**config.mk**
```make
export PLATFORM = sky130hd
export DESIGN_NAME = led_pattern_sequencer_flat
export DESIGN_NICKNAME = d
export VERILOG_FILES = /design/src/rtl/led_pattern_sequencer_if.sv /design/src/rtl/led_pattern_sequencer.sv /design/src/flat_wrapper.sv
export SDC_FILE = /design/constraint.sdc
export NUM_CORES = 1
export LEC_CHECK = 0
export BUFFER_PORTS_ARGS = -buffer_cell sky130_fd_sc_hd__buf_2
export CELL_PAD_IN_SITES_DETAIL_PLACEMENT = 0
export CELL_PAD_IN_SITES_GLOBAL_PLACEMENT = 1
export CORE_UTILIZATION = 40
export CTS_CLUSTER_SIZE = 28
export DETAILED_ROUTE_END_ITERATION = 6
export PLACE_DENSITY_LB_ADDON = 0.12
export SYNTH_ARGS = -nofsm -noshare
export SYNTH_HDL_FRONTEND = slang
export SYNTH_SLANG_ARGS = --single-unit
export TNS_END_PERCENT = 30
```
**constraint.sdc**
```tcl
create_clock -name sysclk -period 2.8 [get_ports sysclk]
set_input_delay 0.42 -clock sysclk [delete_from_list [all_inputs] [get_ports sysclk]]
set_output_delay 0.42 -clock sysclk [all_outputs]
set_load 0.05 [all_outputs]
```
**src/rtl/led_pattern_sequencer_if.sv**
```systemverilog
// Signal bundle between the LED pattern sequencer and its board-level surroundings:
// raw buttons and run enable in, LED drive and status out.
interface led_pattern_sequencer_if #(
  parameter int NUM_LEDS = 8
);
  logic                btn_mode;
  logic                btn_speed;
  logic                enable;
  logic [NUM_LEDS-1:0] led;
  logic [1:0]          mode;
  logic [1:0]          speed;
  logic                step_tick;

  modport master (
    output btn_mode,
    output btn_speed,
    output enable,
    input  led,
    input  mode,
    input  speed,
    input  step_tick
  );

  modport slave (
    input  btn_mode,
    input  btn_speed,
    input  enable,
    output led,
    output mode,
    output speed,
    output step_tick
  );
endinterface

```
**src/rtl/led_pattern_sequencer.sv**
```systemverilog
// LED bank animator: two debounced buttons select one of four patterns and one of
// four step rates; the pattern advances once per step period while enabled.
module led_pattern_sequencer #(
  parameter int NUM_LEDS     = 8,
  parameter int TICK_MAX     = 50_000_000,
  parameter int DEBOUNCE_MAX = 1_000_000
) (
  input  logic                   sysclk,
  input  logic                   reset_n,
  led_pattern_sequencer_if.slave bus
);

  localparam int TW = $clog2(TICK_MAX + 1);
  localparam int DW = $clog2(DEBOUNCE_MAX + 1);

  localparam logic [DW-1:0]       DB_LAST    = DW'(DEBOUNCE_MAX - 1);
  localparam logic [DW-1:0]       DB_ONE     = DW'(1);
  localparam logic [DW-1:0]       DB_ZERO    = {DW{1'b0}};
  localparam logic [TW-1:0]       TICK_ONE   = TW'(1);
  localparam logic [TW-1:0]       TICK_ZERO  = {TW{1'b0}};
  localparam logic [31:0]         TICK_MAX_W = 32'(TICK_MAX);
  localparam logic [NUM_LEDS-1:0] LED_ALL    = {NUM_LEDS{1'b1}};
  localparam logic [NUM_LEDS-1:0] LED_NONE   = {NUM_LEDS{1'b0}};
  localparam logic [NUM_LEDS-1:0] LED_ONE    = {{(NUM_LEDS-1){1'b0}}, 1'b1};

  typedef enum logic [1:0] {
    ST_BLINK  = 2'd0,
    ST_WALK   = 2'd1,
    ST_BOUNCE = 2'd2,
    ST_COUNT  = 2'd3
  } state_t;

  // Pattern loaded into the LED bank on entry to each mode.
  function automatic logic [NUM_LEDS-1:0] init_pattern(input state_t st);
    logic [NUM_LEDS-1:0] p;
    case (st)
      ST_BLINK:  p = LED_ALL;
      ST_WALK:   p = LED_ONE;
      ST_BOUNCE: p = LED_ONE;
      ST_COUNT:  p = LED_NONE;
      default:   p = LED_ALL;
    endcase
    return p;
  endfunction

  // Mode succession BLINK -> WALK -> BOUNCE -> COUNT -> BLINK.
  function automatic state_t next_mode(input state_t st);
    state_t n;
    case (st)
      ST_BLINK:  n = ST_WALK;
      ST_WALK:   n = ST_BOUNCE;
      ST_BOUNCE: n = ST_COUNT;
      ST_COUNT:  n = ST_BLINK;
      default:   n = ST_BLINK;
    endcase
    return n;
  endfunction

  // ---------------------------------------------------------------- buttons
  // Bit 0 is the mode button, bit 1 the speed button.
  logic [1:0]    btn_raw_s;
  logic [1:0]    sync1_r;
  logic [1:0]    sync2_r;
  logic [1:0]    stable_r;
  logic [1:0]    stable_d_r;
  logic [1:0]    press_r;
  logic [DW-1:0] db_cnt_r [2];

  assign btn_raw_s = {bus.btn_speed, bus.btn_mode};

  // Synchronize each raw button, accept a level after DEBOUNCE_MAX mismatches, pulse on rise.
  always_ff @(posedge sysclk or negedge reset_n) begin
    if (!reset_n) begin
      sync1_r     <= 2'b00;
      sync2_r     <= 2'b00;
      stable_r    <= 2'b00;
      stable_d_r  <= 2'b00;
      press_r     <= 2'b00;
      db_cnt_r[0] <= DB_ZERO;
      db_cnt_r[1] <= DB_ZERO;
    end else begin
      sync1_r    <= btn_raw_s;
      sync2_r    <= sync1_r;
      stable_d_r <= stable_r;
      press_r    <= stable_r & ~stable_d_r;
      for (int b = 0; b < 2; b++) begin
        if (sync2_r[b] == stable_r[b]) begin
          db_cnt_r[b] <= DB_ZERO;
        end else if (db_cnt_r[b] == DB_LAST) begin
          stable_r[b] <= ~stable_r[b];
          db_cnt_r[b] <= DB_ZERO;
        end else begin
          db_cnt_r[b] <= db_cnt_r[b] + DB_ONE;
        end
      end
    end
  end

  // ---------------------------------------------------------------- sequencer
  state_t              state_r, state_s;
  logic [NUM_LEDS-1:0] led_r, led_s;
  logic [TW-1:0]       tick_cnt_r, tick_cnt_s;
  logic [1:0]          speed_r, speed_s;
  logic                dir_r, dir_s;          // 0 = moving left, 1 = moving right
  logic                step_tick_r, step_tick_s;
  logic                mode_press_s;
  logic                speed_press_s;
  logic [31:0]         period_s;
  logic                term_s;

  assign mode_press_s  = press_r[0];
  assign speed_press_s = press_r[1];
  assign period_s      = TICK_MAX_W >> speed_r;
  assign term_s        = (32'(tick_cnt_r) == (period_s - 32'd1));

  // State register and all registered outputs.
  always_ff @(posedge sysclk or negedge reset_n) begin
    if (!reset_n) begin
      state_r     <= ST_BLINK;
      led_r       <= LED_ALL;
      tick_cnt_r  <= TICK_ZERO;
      speed_r     <= 2'd0;
      dir_r       <= 1'b0;
      step_tick_r <= 1'b0;
    end else begin
      state_r     <= state_s;
      led_r       <= led_s;
      tick_cnt_r  <= tick_cnt_s;
      speed_r     <= speed_s;
      dir_r       <= dir_s;
      step_tick_r <= step_tick_s;
    end
  end

  // Next state: presses take priority over a step that falls on the same cycle.
  always_comb begin
    state_s     = state_r;
    led_s       = led_r;
    tick_cnt_s  = tick_cnt_r;
    speed_s     = speed_r;
    dir_s       = dir_r;
    step_tick_s = 1'b0;

    if (mode_press_s) begin
      state_s    = next_mode(state_r);
      led_s      = init_pattern(state_s);
      dir_s      = 1'b0;
      tick_cnt_s = TICK_ZERO;
    end else if (bus.enable && !speed_press_s && term_s) begin
      tick_cnt_s  = TICK_ZERO;
      step_tick_s = 1'b1;
      case (state_r)
        ST_BLINK: begin
          led_s = ~led_r;
        end
        ST_WALK: begin
          led_s = {led_r[NUM_LEDS-2:0], led_r[NUM_LEDS-1]};
        end
        ST_BOUNCE: begin
          // Direction flips on the step that lands on an end, so ends are not repeated.
          if (!dir_r) begin
            led_s = {led_r[NUM_LEDS-2:0], 1'b0};
            dir_s = led_r[NUM_LEDS-2];
          end else begin
            led_s = {1'b0, led_r[NUM_LEDS-1:1]};
            dir_s = ~led_r[1];
          end
        end
        ST_COUNT: begin
          led_s = led_r + LED_ONE;
        end
        default: begin
          led_s = LED_ALL;
        end
      endcase
    end else if (bus.enable && !speed_press_s) begin
      tick_cnt_s = tick_cnt_r + TICK_ONE;
    end else begin
      tick_cnt_s = tick_cnt_r;
    end

    if (speed_press_s) begin
      speed_s    = speed_r + 2'd1;
      tick_cnt_s = TICK_ZERO;
    end else begin
      speed_s = speed_r;
    end
  end

  assign bus.led       = led_r;
  assign bus.mode      = state_r;
  assign bus.speed     = speed_r;
  assign bus.step_tick = step_tick_r;

endmodule

```
**src/flat_wrapper.sv**
```systemverilog
// flat-port wrapper written by rule: the top's interface ports become plain ports
module led_pattern_sequencer_flat 
#(
  parameter int NUM_LEDS     = 8,
  parameter int TICK_MAX     = 50_000_000,
  parameter int DEBOUNCE_MAX = 1_000_000
)
  (sysclk, reset_n, bus_btn_mode, bus_btn_speed, bus_enable, bus_led, bus_mode, bus_speed, bus_step_tick);
  led_pattern_sequencer_if #(.NUM_LEDS(NUM_LEDS)) bus_i ();
  input  logic sysclk;
  input  logic reset_n;
  input wire logic [$bits(bus_i.btn_mode)-1:0] bus_btn_mode;
  input wire logic [$bits(bus_i.btn_speed)-1:0] bus_btn_speed;
  input wire logic [$bits(bus_i.enable)-1:0] bus_enable;
  output wire logic [$bits(bus_i.led)-1:0] bus_led;
  output wire logic [$bits(bus_i.mode)-1:0] bus_mode;
  output wire logic [$bits(bus_i.speed)-1:0] bus_speed;
  output wire logic [$bits(bus_i.step_tick)-1:0] bus_step_tick;
  assign bus_i.btn_mode = bus_btn_mode;
  assign bus_i.btn_speed = bus_btn_speed;
  assign bus_i.enable = bus_enable;
  assign bus_led = bus_i.led;
  assign bus_mode = bus_i.mode;
  assign bus_speed = bus_i.speed;
  assign bus_step_tick = bus_i.step_tick;
  led_pattern_sequencer #(.NUM_LEDS(NUM_LEDS), .TICK_MAX(TICK_MAX), .DEBOUNCE_MAX(DEBOUNCE_MAX)) u_core (.sysclk(sysclk), .reset_n(reset_n), .bus(bus_i));
endmodule
```
# Yosys cells after proc, flatten, opt, wreduce, memory -nomap -nowiden
# Cells that the tools add are included.
op_classes:
  shifts: 1
  muxes: 21
  eq_ne: 11
  n_reduce_logical: 12
  n_bitwise: 8
  add_sub_neg: 6
ops:
  columns: ["operator", "count"]
  rows:
  - ["26-bit 2-to-1 mux", 4]
  - ["20-bit 2-to-1 mux", 4]
  - ["20-bit by 1-bit adder with 20-bit output, second input constant", 2]
  - ["20-bit == test, second input constant", 2]
  - ["26-bit by 32-bit == test with 1-bit output", 1]
  - ["8-bit one-hot mux with 4 select lines", 1]
  - ["26-bit by 2-bit right shift with 32-bit output, first input constant", 1]
  - ["32-bit by 1-bit subtractor with 32-bit output, second input constant", 1]
  - ["26-bit by 1-bit adder with 26-bit output, second input constant", 1]
  - ["8-bit 2-to-1 mux", 3]
  - ["8-bit one-hot mux with 3 select lines", 1]
  - ["8-bit by 1-bit adder with 8-bit output, second input constant", 1]
  - ["2-bit == test, second input constant", 4]
  - ["8-bit inverter", 1]
  - ["2-bit one-hot mux with 4 select lines", 1]
  - ["1-bit 2-to-1 mux", 6]
  - ["2-bit AND reduction", 3]
  - ["1-bit inverter", 5]
  - ["2-bit by 1-bit == test with 1-bit output, second input constant", 2]
  - ["2-bit logical NOT", 2]
  - ["2-bit nonzero test", 2]
  - ["4-bit nonzero test", 1]
  - ["2-bit by 1-bit adder with 2-bit output, second input constant", 1]
  - ["2-bit AND", 1]
  - ["6 further kinds", 8]
word_totals:
  out_inout_bits: 13
  inputBits: 5
  wordCells: 73
  ff_bits: 90

# Longest topological paths before layout
# Gate-level depths: netlist (run 1).
depth:
  word_depth: 7
  ltp_mapped: 13
  ltp_nobuf: 10

# Worst setup path before layout (run 1)
# OpenSTA, ideal clock, no wires.
synth_path:
  path_type: "reg2reg"
  start: "register u_core.speed_r[0] (netlist: u_core.bus.speed[0])"
  end: "register u_core.tick_cnt_r[7]"
  path_slack_ns: -0.099
  period_less_slack_ns: 2.899
  setup_ns: 0.121
  n_path_buf: 2
  arrival_time_ns: 2.778
  required_time_ns: 2.679
  path_stages_with_launch: 13
  path_cell_list: "dfrtp_1 -> inv_1 -> ha_1 -> inv_1 -> ha_1 -> nor3b_1 -> xnor2_1 -> o21ai_1 -> or3_1 -> buf_6 -> buf_6 -> a31o_1 -> a22o_1"
synth_via:
  elab_chain_cells: 7
synth_lines:
  columns: ["item", "line_no", "rtl"]
  rows:
  - ["from (decl)", "led_pattern_sequencer.sv:103", "logic [1:0] speed_r, speed_s;"]
  - ["from (signal assigned)", "led_pattern_sequencer.sv:129", "speed_r <= speed_s;"]
  - ["26-bit by 2-bit right shift with 32-bit output (*)", "led_pattern_sequencer.sv:113", "assign period_s = TICK_MAX_W >> speed_r;"]
  - ["32-bit by 1-bit subtractor with 32-bit output (*)", "led_pattern_sequencer.sv:114", "assign term_s = (32'(tick_cnt_r) == (period_s - 32'd1));"]
  - ["26-bit by 32-bit == test with 1-bit output (*)", "led_pattern_sequencer.sv:114", null]
  - ["1-bit logical AND (*)", "led_pattern_sequencer.sv:149", "end else if (bus.enable && !speed_press_s && term_s) begin"]
  - ["26-bit 2-to-1 mux", "led_pattern_sequencer.sv:149", null]
  - ["26-bit 2-to-1 mux", "led_pattern_sequencer.sv:144", "if (mode_press_s) begin"]
  - ["26-bit 2-to-1 mux", "led_pattern_sequencer.sv:182", "if (speed_press_s) begin"]
  - ["to (signal assigned)", "led_pattern_sequencer.sv:128", "tick_cnt_r <= tick_cnt_s;"]
  - ["to (decl)", "led_pattern_sequencer.sv:102", "logic [TW-1:0] tick_cnt_r, tick_cnt_s;"]
# Mark *: on every way between the ends. The rest lies on a longest branch, timed or not.
# A chain may end at the register's enable or synchronous reset.

# Final worst setup path (run 1)
layout_path:
  start: "register u_core.speed_r[0] (netlist: u_core.bus.speed[0])"
  end: "register u_core.led_r[1] (netlist: u_core.bus.led[1])"
layout_via:
  elab_chain_cells: 5
layout_lines:
  columns: ["item", "line_no", "rtl"]
  rows:
  - ["26-bit by 2-bit right shift with 32-bit output", "led_pattern_sequencer.sv:113", null]
  - ["32-bit by 1-bit subtractor with 32-bit output", "led_pattern_sequencer.sv:114", null]
  - ["26-bit by 32-bit == test with 1-bit output", "led_pattern_sequencer.sv:114", null]
  - ["1-bit logical AND", "led_pattern_sequencer.sv:149", null]
  - ["2-bit nonzero test (no line)", null, null]
  - ["to (signal assigned)", "led_pattern_sequencer.sv:127", "led_r <= led_s;"]
  - ["to (decl)", "led_pattern_sequencer.sv:101", "logic [NUM_LEDS-1:0] led_r, led_s;"]
# Every way passes these cells.

==> impl_results.md, run 1 <==
* Final Hold Fails at 0
* Period utilization at 94.3%
* All-Layer GR Usage at 18.0%
* Seq/Total Area, Yosys at 44.9%
* ANT nets after route at 0
* Die Height at 114 um
* Global-route wire length before repair at 18,400 um
* Via count at 3,977
* Routed wire length at 10,900 um
* Core area at 0.0122 mm^2
* Most frequent cell on the critical path: ha_1
* I/O Buffers at 17
* Max-cap violations at 0
* Final setup fails at 0
* Slew HR at 57.9%
* Worst hold slack at 0.0146 ns
* CTS max path bufs at 2
* Initial antenna violation count at 0
* Die outline area at 0.0131 mm^2
* Inserted Clock Buffers at 9
* Clk_skew at 0.00883 ns
* Critical path type: reg -> reg
* Setup_tns at 0 ns
* FF+latch count, synth at 90
* Total nets after synthesis at 560
* Syn. warnings at 0
* Status: finished clean
* Clock-pin slew on the worst setup and hold paths at 0.07 ns
* Critical Path, Cell by Cell: inv_2 -> ha_1 -> inv_1 -> ha_1 -> nor3b_1 -> xnor2_1 -> o21ai_1 -> or3_4 -> buf_6 -> a2111oi_2 -> a311o_1
* Max stage delay on crit path at 0.45 ns
* Chip Width at 114 um
* Nets@finish at 573
* Met1 wire length at 5350 um
* Slowest CP cell: dfrtp_2
* RSZ-0062 raised after global routing: false
* Critical Path Sink Type: flip-flop
* CTS root buffer: clkbuf_16
* Peak Freq at 379 MHz
* H-tree Lvls at 3
* # rows at 40
* Top FF cell, synth: dfrtp_1
* GR Overflow Total at 0
* DP HPWL at 7300 um
* Leak at 0.00240 uW
* Most frequent cells in the layout: 81 x dfrtp_1, 61 x nor2_1, 51 x nand2_1
* Sink Count at 90
* DRC errors left at 0
* Final slew viol count at 0
* Num ports at 18
* Syn Area/Cell at 9.37 um^2
* WP data arrival at 2.93 ns
* Library cells used by synthesis at 59
* Hold_buf cts at 0
* Synthesized area at 0.00504 mm^2
* CP max FO at 27
* Largest net degree at the start of global routing at 61
* Share of layout cells above drive strength 1 at 13.8%
* Metal3 WL at 458 um
* Fin crit period at 2.64 ns
* Worst hold path type: in -> async
* Worst Path Required at 3.09 ns
* Worst-skew pair later-pin latency at 0.34 ns
* Vias in the first global route at 3,684
* Commonest non-fill, non-tap cell in the layout: dfrtp_1
* Drt initial violations at 262
* Utilization after layout at 46.7%
* Ys async rst share at 100%
* Peak VDD IR at 0.000311 V
* Synthesis-to-layout area growth at 12.6%
* ANT cells at 0
* Pwr dens at 511 mW/mm^2
* Reg2reg path depth at 11
* PostCTS Resize Cnt at 0
* Mapped Cells at 538
* Number of post-CTS setup repair buffers at 0
* Startpoint types: flip-flop
* Routability cong. at 0.826
* Met2 WL at 4910 um
* Drt wl/cell at 15.0 um
* CTS tree: yes
* Top layer in use: met4
* Post-synth EDFFs at 0
* Post-DR vias/cell at 5.49
* Worst-Margin Slew at 0.629 ns
* Starting Density at 41.5%
* Drt first pass iters at 6
-- stage by stage --
| step | instance area [um^2] | instances | worst slack, ns | total power, uW |
|---|---|---|---|---|
| 2_1_floorplan | 5040 | 538 | 0.0709 | 1530 |
| 3_3_place_gp | 5340 | 708 | 0.145 | 1620 |
| 3_5_place_dp | 5340 | 708 | 0.0601 | 1620 |
| 4_1_cts | 5660 | 724 | 0.0377 | 2940 |
| 5_1_grt | 5670 | 724 | 0.0195 | 3030 |
| 6_report | 5670 | 724 | 0.158 | 2900 |
-- routing by layer --
metal | vias to the layer above | global-route usage, %
met2 | 73 | 27.8
met1 | 1930 | 25.0
met3 | 12 | 3.28
met4 | 0 | 7.01
li1 | 1962 | -
met5 | - | 0
-- power by group --
part           total [uW]  internal [uW]  switching [uW]  leakage, uW
clock                1310            790             516     0.000154
combinational         171           65.0             106      0.00104
sequential           1420           1350            69.4      0.00120
total                2900           2210             691      0.00240
-- cell type report --
type	count	area, um^2
fillers	1180	6490
multi-input cells	400	2590
clock inverters	3	45.0
repair buffers	32	216
clock buffers	13	280
flip-flops and latches	90	2260
inverters	18	67.6
well taps	168	210
-- worst max-delay path: cells and delay by family (launching register included) --
family	cells	cell delay, ns
compound gates	3	0.61
xor+xnor	1	0.15
fa+ha+maj	2	0.36
buf+inv	3	0.35
flops	1	0.45
simple gates	2	0.66
-- registers in the layout (all words and copies together), names as in the netlist --
signal and count:
u_core.bus.led 8, u_core.bus.mode 2, u_core.bus.speed 2, u_core.bus.step_tick 1, u_core.db_cnt_r 40, u_core.dir_r 1
u_core.press_r 2, u_core.stable_d_r 2, u_core.stable_r 2, u_core.sync1_r 2, u_core.sync2_r 2, u_core.tick_cnt_r 26
-- worst paths after layout --
| check | slack, ns | start | to |
|---|---|---|---|
| worst min register to register | 0.35 | u_core.sync1_r[1] | u_core.sync2_r[1] |
| min in group sysclk | 0.19 | bus_btn_speed | u_core.sync1_r[1] |
| worst max register to register | 0.16 | u_core.bus.speed[0] | u_core.bus.led[1] |
| worst max-delay path | 0.16 | u_core.bus.speed[0] | u_core.bus.led[1] |
| max in group asynchronous | 2.11 | reset_n | u_core.bus.led[0] |
| worst min-delay path | 0.01 | reset_n | u_core.tick_cnt_r[23] |
-- cells in the mapped netlist (all sizes together) (4+ instances only) --
cell,count,area (um^2)
nand2,51,191
and3,11,68.8
or3,7,43.8
xor2,27,236
nand3b,5,37.5
inv,17,63.8
a31oi,10,62.6
o311ai,7,61.3
a21oi,6,30.0
o21ai,16,80.1
nor3,15,75.1
ha,17,213
mux2i,7,70.1
and4,4,35.0
o31ai,5,37.5
xnor2,16,140
a31o,6,52.6
dfstp,8,210
nor2,62,233
buf,7,51.3
a22o,8,70.1
dfrtp,82,2050
nor4,6,43.8
a221oi,4,35.0
mux2,8,90.1
clkbuf,23,86.3
nor2b,4,25.0
nand4,22,138
nand3,38,190
-- logic make-up (layout without fill, tap and decap cells) --
group,after synthesis,in the layout,share of synthesized area (%)
AO/OA/AOI/OAI,84,84,12.3
XOR/XNOR,43,43,7.47
adder cells (fa/ha/maj),17,17,4.22
buffers and inverters,48,66,4.07
flip-flops,90,90,44.9
multiplexers,15,15,3.18
AND/OR/NAND/NOR,241,241,23.9
Note: power is estimated with default switching activity, not from simulation.
==> run 2, diff against run 1 <==
--- a/config.mk
+++ b/config.mk
@@ -8,10 +8,13 @@
 export BUFFER_PORTS_ARGS = -buffer_cell sky130_fd_sc_hd__buf_2
 export CELL_PAD_IN_SITES_DETAIL_PLACEMENT = 0
 export CELL_PAD_IN_SITES_GLOBAL_PLACEMENT = 1
+export CORE_MARGIN = 4
 export CORE_UTILIZATION = 40
 export CTS_CLUSTER_SIZE = 28
 export DETAILED_ROUTE_END_ITERATION = 6
+export GPL_TIMING_DRIVEN = 0
 export PLACE_DENSITY_LB_ADDON = 0.12
+export REMOVE_ABC_BUFFERS = 1
 export SYNTH_ARGS = -nofsm -noshare
 export SYNTH_HDL_FRONTEND = slang
 export SYNTH_SLANG_ARGS = --single-unit
==> impl_results.md, run 2 (synthesis results as in run 1) <==
* Clock network fraction of total power at 42.6% (was 45.1%)
* Peak Freq at 372 MHz (was 379 MHz)
* Commonest non-fill, non-tap cell in the layout: dfrtp_1 (unchanged)
* Routed wire length at 11,400 um (was 10,900 um)
* Max-cap violations at 0 (unchanged)
* Critical Path Sink Type: flip-flop (unchanged)
* Max reg flops at 40 (unchanged)
* Synthesis-to-layout area growth at 12.3% (was 12.6%)
* Via count at 3,964 (was 3,977)
* Inserted Clock Buffers at 9 (unchanged)
* DP HPWL at 7340 um (was 7300 um)
* I/O Buffers at 17 (unchanged)
* Worst-Margin Slew at 1.03 ns (was 0.629 ns)
* Initial antenna violation count at 0 (unchanged)
* Worst Path Required at 3.04 ns (was 3.09 ns)
* GR Overflow Total at 0 (unchanged)
* Clk_skew at 0.00730 ns (was 0.00883 ns)
* All-Layer GR Usage at 16.3% (was 18.0%)
* CTS max path bufs at 2 (unchanged)
* CP max FO at 6 (was 27)
* Final Hold Fails at 0 (unchanged)
* Most flops, register: u_core.db_cnt_r (unchanged)
* Reg-to-Reg Start: u_core.bus.speed[0] (unchanged)
* PnR worst setup slack at 0.112 ns (was 0.158 ns)
* Critical path type: reg -> reg (unchanged)
* Drt wl/cell at 15.9 um (was 15.0 um)
* Peak VDD IR at 0.000396 V (was 0.000311 V)
* Die outline area at 0.0145 mm^2 (was 0.0131 mm^2)
* Period utilization at 96.0% (was 94.3%)
* Final Power at 2760 uW (was 2900 uW)
* ANT nets after route at 0 (unchanged)
* Status: finished clean (unchanged)
* CTS root buffer: clkbuf_16 (unchanged)
* Reg2reg path depth at 10 (was 11)
* Worst-skew pair later-pin latency at 0.35 ns (was 0.34 ns)
* Share of layout cells above drive strength 1 at 14.0% (was 13.8%)
* Final setup fails at 0 (unchanged)
* Multi-input gate area at 0.00268 mm^2 (was 0.00259 mm^2)
* Leak at 0.00234 uW (was 0.00240 uW)
* DRC errors left at 0 (unchanged)
* Post-DR vias/cell at 5.53 (was 5.49)
* H-tree Lvls at 3 (unchanged)
* Startpoint types: flip-flop (unchanged)
* Num ports at 18 (unchanged)
* Most frequent cells in the layout: 80 x dfrtp_1, 61 x nor2_1, 50 x nand2_1 (was 81 x dfrtp_1, 61 x nor2_1, 51 x nand2_1)
* Chip Width at 120 um (was 114 um)
* Pwr dens at 488 mW/mm^2 (was 511 mW/mm^2)
* Int Pwr at 2050 uW (was 2210 uW)
* Vias in the first global route at 3,898 (was 3,684)
* Slew HR at 31.2% (was 57.9%)
* Utilization after layout at 46.5% (was 46.7%)
* Post-route cell area at 0.00566 mm^2 (was 0.00567 mm^2)
* Die Height at 120 um (was 114 um)
* FF/Latch Area at 0.00226 mm^2 (about the same)
* Comb pwr share at 6.0% (was 5.9%)
* Nets@finish at 566 (was 573)
* Drt first pass iters at 4 (was 6)
* Worst hold path type: in -> async (unchanged)
* RSZ-0062 raised after global routing: false (unchanged)
* Largest net degree at the start of global routing at 48 (was 61)
* Fill cells at 1,170 (was 1,180)
* Fin crit period at 2.69 ns (was 2.64 ns)
* Routability cong. at 0.784 (was 0.826)
* Clock-pin slew on the worst setup and hold paths at 0.07 ns (about the same)
* DP Area at 0.00526 mm^2 (was 0.00534 mm^2)
* Sequential share of power at 51.4% (was 49.1%)
* Sw frac at 25.8% (was 23.8%)
* Sink Count at 90 (unchanged)
* Worst hold slack at 0.0694 ns (was 0.0146 ns)
* Sw Pwr at 712 uW (was 691 uW)
* RR Endpoint: u_core.tick_cnt_r[25] (was u_core.bus.led[1])
* WP data arrival at 2.92 ns (was 2.93 ns)
* R2R Setup Slk at 0.11 ns (was 0.16 ns)
* ANT cells at 0 (unchanged)
* Final slew viol count at 0 (unchanged)
* # rows at 40 (unchanged)
* Starting Density at 41.5% (unchanged)
* Core area at 0.0122 mm^2 (unchanged)
* Pre-CTS setup slack at -0.550 ns (was 0.0601 ns)
* Global-route wire length before repair at 19,100 um (was 18,400 um)
* CTS tree: yes (unchanged)
* Drt initial violations at 268 (was 262)
[run 2: cell types whose count changed in the layout (fill, tap and decap cells not counted), moves of 2 or more]
cell	previous run	this run
clkbuf_8	4	1
buf_4	14	3
inv_6	0	2
or3_4	1	3
ha_1	17	15
[run 2: cell type report]
| type | instances | area share, % |
|---|---|---|
| clock buffers | 10 | 4.22 |
| well taps | 168 | 3.71 |
| inverters | 18 | 1.19 |
| repair buffers | 22 | 2.70 |
| multi-input cells | 403 | 47.3 |
| flip-flops and latches | 90 | 40.0 |
| clock inverters | 6 | 0.862 |
[run 2: per-layer routing]
layer  wire, um  global-route usage (%)  up-vias
li1           -                       -     1958
met5          0                       0        -
met4        164                    5.03        0
met1       5510                    22.3     1939
met2       5300                    25.2       54
met3        393                    4.72       13
[run 2: critical path: stages (launching register included)]
cell and delay (ns):
dfrtp_2 0.45, inv_2 0.10, ha_2 0.19, inv_1 0.08, ha_4 0.24, xnor2_1 0.14
nor2_1 0.12, nand4_1 0.23, or3_4 0.55, a31o_2 0.26, a22o_1 0.22
[run 2: how the worst max path moves through the flow]
stage	slack, ns	cells after the start	from	to
final	0.11	10	u_core.bus.speed[0]	u_core.tick_cnt_r[25]
after global routing	0.01	10	u_core.bus.speed[0]	u_core.tick_cnt_r[25]
after CTS	0.02	10	u_core.bus.speed[0]	u_core.tick_cnt_r[25]
after detailed placement	-0.55	8	u_core.bus.speed[0]	u_core.tick_cnt_r[10]
after global placement	-1.72	3	u_core.press_r[0]	u_core.tick_cnt_r[6]
after floorplan	-0.55	10	u_core.bus.speed[0]	u_core.tick_cnt_r[10]
[run 2: repair_timing]
action | CTS | global route
setup endpoints to repair | 33 | 17
resized for setup | 7 | 8
pin swaps | 1 | 2
hold buffers | 0 | 0
setup buffers | 0 | 2
cloned | 2 | 1
[run 2: power groups by stage]
stage	Clock [uW]	Combinational, uW	Sequential (uW)
2_1_floorplan	0	103	1430
3_3_place_gp	0	155	1440
3_5_place_dp	0	169	1440
4_1_cts	1230	170	1420
5_1_grt	1280	193	1430
6_report	1180	166	1420
[run 2: metrics by stage]
stage	setup TNS, ns	cells
6_report	0	717
2_1_floorplan	-11.70	508
3_5_place_dp	-9.88	696
3_3_place_gp	-29.71	693
4_1_cts	0	714
5_1_grt	0	717
==> run 3, diff against run 2 <==
--- a/config.mk
+++ b/config.mk
@@ -5,11 +5,12 @@
 export SDC_FILE = /design/constraint.sdc
 export NUM_CORES = 1
 export LEC_CHECK = 0
+export ABC_AREA = 1
 export BUFFER_PORTS_ARGS = -buffer_cell sky130_fd_sc_hd__buf_2
 export CELL_PAD_IN_SITES_DETAIL_PLACEMENT = 0
 export CELL_PAD_IN_SITES_GLOBAL_PLACEMENT = 1
 export CORE_MARGIN = 4
-export CORE_UTILIZATION = 40
+export CORE_UTILIZATION = 41
 export CTS_CLUSTER_SIZE = 28
 export DETAILED_ROUTE_END_ITERATION = 6
 export GPL_TIMING_DRIVEN = 0
==> impl_results.md, run 3 <==
* All-Layer GR Usage at 18.0% (was 16.3%)
* GR Overflow Total at 0 (unchanged)
* Sink Count at 90 (unchanged)
* Worst hold slack at 0.0382 ns (was 0.0694 ns)
* Worst-skew pair later-pin latency at 0.35 ns (about the same)
* Drt initial violations at 413 (was 268)
* Final Hold Fails at 0 (unchanged)
* Status: finished clean (unchanged)
* Die Height at 127 um (was 120 um)
* Syn. warnings at 0 (unchanged)
* Peak VDD IR at 0.000341 V (was 0.000396 V)
* Worst Path Required at 3.09 ns (was 3.04 ns)
* Drt first pass iters at 6 (was 4)
* Starting Density at 41.9% (was 41.5%)
* Initial antenna violation count at 0 (unchanged)
* Fin crit period at 2.58 ns (was 2.69 ns)
* Startpoint types: flip-flop (unchanged)
* Clk_skew at 0.00673 ns (was 0.00730 ns)
* Post-synth EDFFs at 0 (unchanged)
* Peak Freq at 388 MHz (was 372 MHz)
* I/O Buffers at 17 (unchanged)
* Die outline area at 0.0162 mm^2 (was 0.0145 mm^2)
* PnR worst setup slack at 0.223 ns (was 0.112 ns)
* Library cells used by synthesis at 38 (was 59)
* Fill cells at 1,437 (was 1,170)
* Syn Area/Cell at 7.07 um^2 (was 9.37 um^2)
* Inserted Clock Buffers at 9 (unchanged)
* Period utilization at 92.0% (was 96.0%)
* Drt wl/cell at 13.6 um (was 15.9 um)
* # rows at 43 (was 40)
* Leak at 0.00305 uW (was 0.00234 uW)
* CP max FO at 22 (was 6)
* Chip Width at 127 um (was 120 um)
* Largest net degree at the start of global routing at 57 (was 48)
* DRC errors left at 0 (unchanged)
* Via count at 5,097 (was 3,964)
* Setup_tns at 0 ns (unchanged)
* RSZ-0062 raised after global routing: false (unchanged)
* FF+latch count, synth at 90 (unchanged)
* Max reg flops at 40 (unchanged)
* Hold_buf cts at 0 (unchanged)
* Core area at 0.0139 mm^2 (was 0.0122 mm^2)
* WP data arrival at 2.86 ns (was 2.92 ns)
* Synth top area share at 35.3% (was 40.7%)
* Seq/Total Area, Yosys at 38.9% (was 44.9%)
* Area leader, netlist: dfrtp_1 (unchanged)
* CTS max path bufs at 2 (unchanged)
* Worst-Margin Slew at 0.752 ns (was 1.03 ns)
* Synthesis-to-layout area growth at 9.85% (was 12.3%)
* DP HPWL at 10,000 um (was 7340 um)
* Pwr dens at 457 mW/mm^2 (was 488 mW/mm^2)
* Final setup fails at 0 (unchanged)
* Slew HR at 49.8% (was 31.2%)
* ANT cells at 0 (unchanged)
* Critical path type: reg -> reg (unchanged)
* Placed insts at 1,003 (was 696)
* Num ports at 18 (unchanged)
* Clock-pin slew on the worst setup and hold paths at 0.07 ns (about the same)
* Worst hold path type: in -> async (unchanged)
* Max-cap violations at 0 (unchanged)
* Global-route wire length before repair at 23,800 um (was 19,100 um)
* Routability cong. at 0.873 (was 0.784)
* Mapped Cells at 823 (was 538)
* Finished Layout Cells at 1,019 (was 717)
* Most numerous cell in the Yosys netlist: nand2_1 (was dfrtp_1)
* CTS tree: yes (unchanged)
* Share of layout cells above drive strength 1 at 8.82% (was 14.0%)
* Pre-CTS setup slack at -0.188 ns (was -0.550 ns)
* Routed wire length at 13,900 um (was 11,400 um)
* Ys async rst share at 100% (unchanged)
* Top cells by count, synth: 230 x nand2_1, 126 x nor2_1, 109 x inv_1, 82 x dfrtp_1, 59 x nand3_1 (was 82 x dfrtp_1, 62 x nor2_1, 51 x nand2_1, 38 x nand3_1, 27 x xor2_1)
* Most frequent cells in the layout: 229 x nand2_1, 126 x nor2_1, 108 x inv_1 (was 80 x dfrtp_1, 61 x nor2_1, 50 x nand2_1)
* Synthesized area at 0.00582 mm^2 (was 0.00504 mm^2)
* Top FF cell, synth: dfrtp_1 (unchanged)
* Post-DR vias/cell at 5.00 (was 5.53)
* H-tree Lvls at 3 (unchanged)
* Top cells by area, synth: dfrtp_1 35%, nand2_1 15%, nor2_1 8.1% (was dfrtp_1 41%, xor2_1 4.7%, nor2_1 4.6%)
* Critical Path Sink Type: flip-flop (unchanged)
* ANT nets after route at 0 (unchanged)
* Nets@finish at 856 (was 566)
* Final slew viol count at 0 (unchanged)
* CTS root buffer: clkbuf_16 (unchanged)
* Most flops, register: u_core.db_cnt_r (unchanged)
* Final Power at 2920 uW (was 2760 uW)
* Commonest non-fill, non-tap cell in the layout: nand2_1 (was dfrtp_1)
* Vias in the first global route at 4,849 (was 3,898)
[run 3: repair_timing]
| item | CTS | global route |
|---|---|---|
| setup endpoints to repair | 22 | 6 |
| gates resized for setup | 1 | 2 |
| setup buffers | 0 | 0 |
| pin swaps | 0 | 0 |
| cloned | 0 | 0 |
[run 3: power breakdown]
group	internal [uW]	total [uW]	switching [uW]
Clock	721	1320	595
Combinational	70.7	213	142
Sequential	1340	1390	52.3
Total	2130	2920	790
[run 3: final timing paths]
check	startpoint	endpoint	slack [ns]	depth (start not counted)
max	u_core.bus.speed[0]	u_core.tick_cnt_r[15]	0.22	14
min	reset_n	u_core.tick_cnt_r[24]	0.04	1
max reg2reg	u_core.bus.speed[0]	u_core.tick_cnt_r[15]	0.22	14
min reg2reg	u_core.sync1_r[1]	u_core.sync2_r[1]	0.35	0
max in group asynchronous	reset_n	u_core.press_r[1]	2.11	2
min in group sysclk	bus_btn_speed	u_core.sync1_r[1]	0.18	1
[run 3: cell families after synthesis]
group,Yosys count,synth area share [%]
buffers and inverters,128,8.80
flip-flops,90,38.9
multiplexers,1,0.194
AO/OA/AOI/OAI,62,5.96
AND/OR/NAND/NOR,493,37.7
XOR/XNOR,32,4.82
adder cells (fa/ha/maj),17,3.66
[run 3: area by class of cell]
class                           count  area, um^2  area share (%)
Clock buffer                        9         225            3.52
Clock inverter                      7        95.1            1.49
Inverter                          110         417            6.52
Multi-Input combinational cell    605        3050            47.7
Sequential cell                    90        2260            35.4
Tap cell                          180         225            3.52
Timing Repair Buffer               18         115            1.80
[run 3: critical path, cell delays in order (launching register included)]
cell and delay (ns):
dfrtp_1 0.46, inv_1 0.21, ha_1 0.21, inv_1 0.06, ha_1 0.30, nand2_1 0.05, nand2_1 0.11, nor2_1 0.05
nand2_1 0.05, nor2_1 0.05, nand2_1 0.10, nor2_4 0.06, nor2_4 0.54, nand3_1 0.15, nand2_1 0.09
[run 3: per-stage QoR]
stage          utilization [%]  area [um^2]
2_1_floorplan                -         5720
3_3_place_gp              43.4         6030
3_5_place_dp              43.7         6060
4_1_cts                   46.0         6380
5_1_grt                   46.0         6390
6_report                  46.0         6390
[run 3: routing by layer]
layer,track usage [%],vias up,share of wire [%]
li1,-,2631,-
met1,25.4,2365,50
met2,28.7,83,46
met3,2.38,18,3.0
met4,5.99,0,1.6
met5,0,-,0
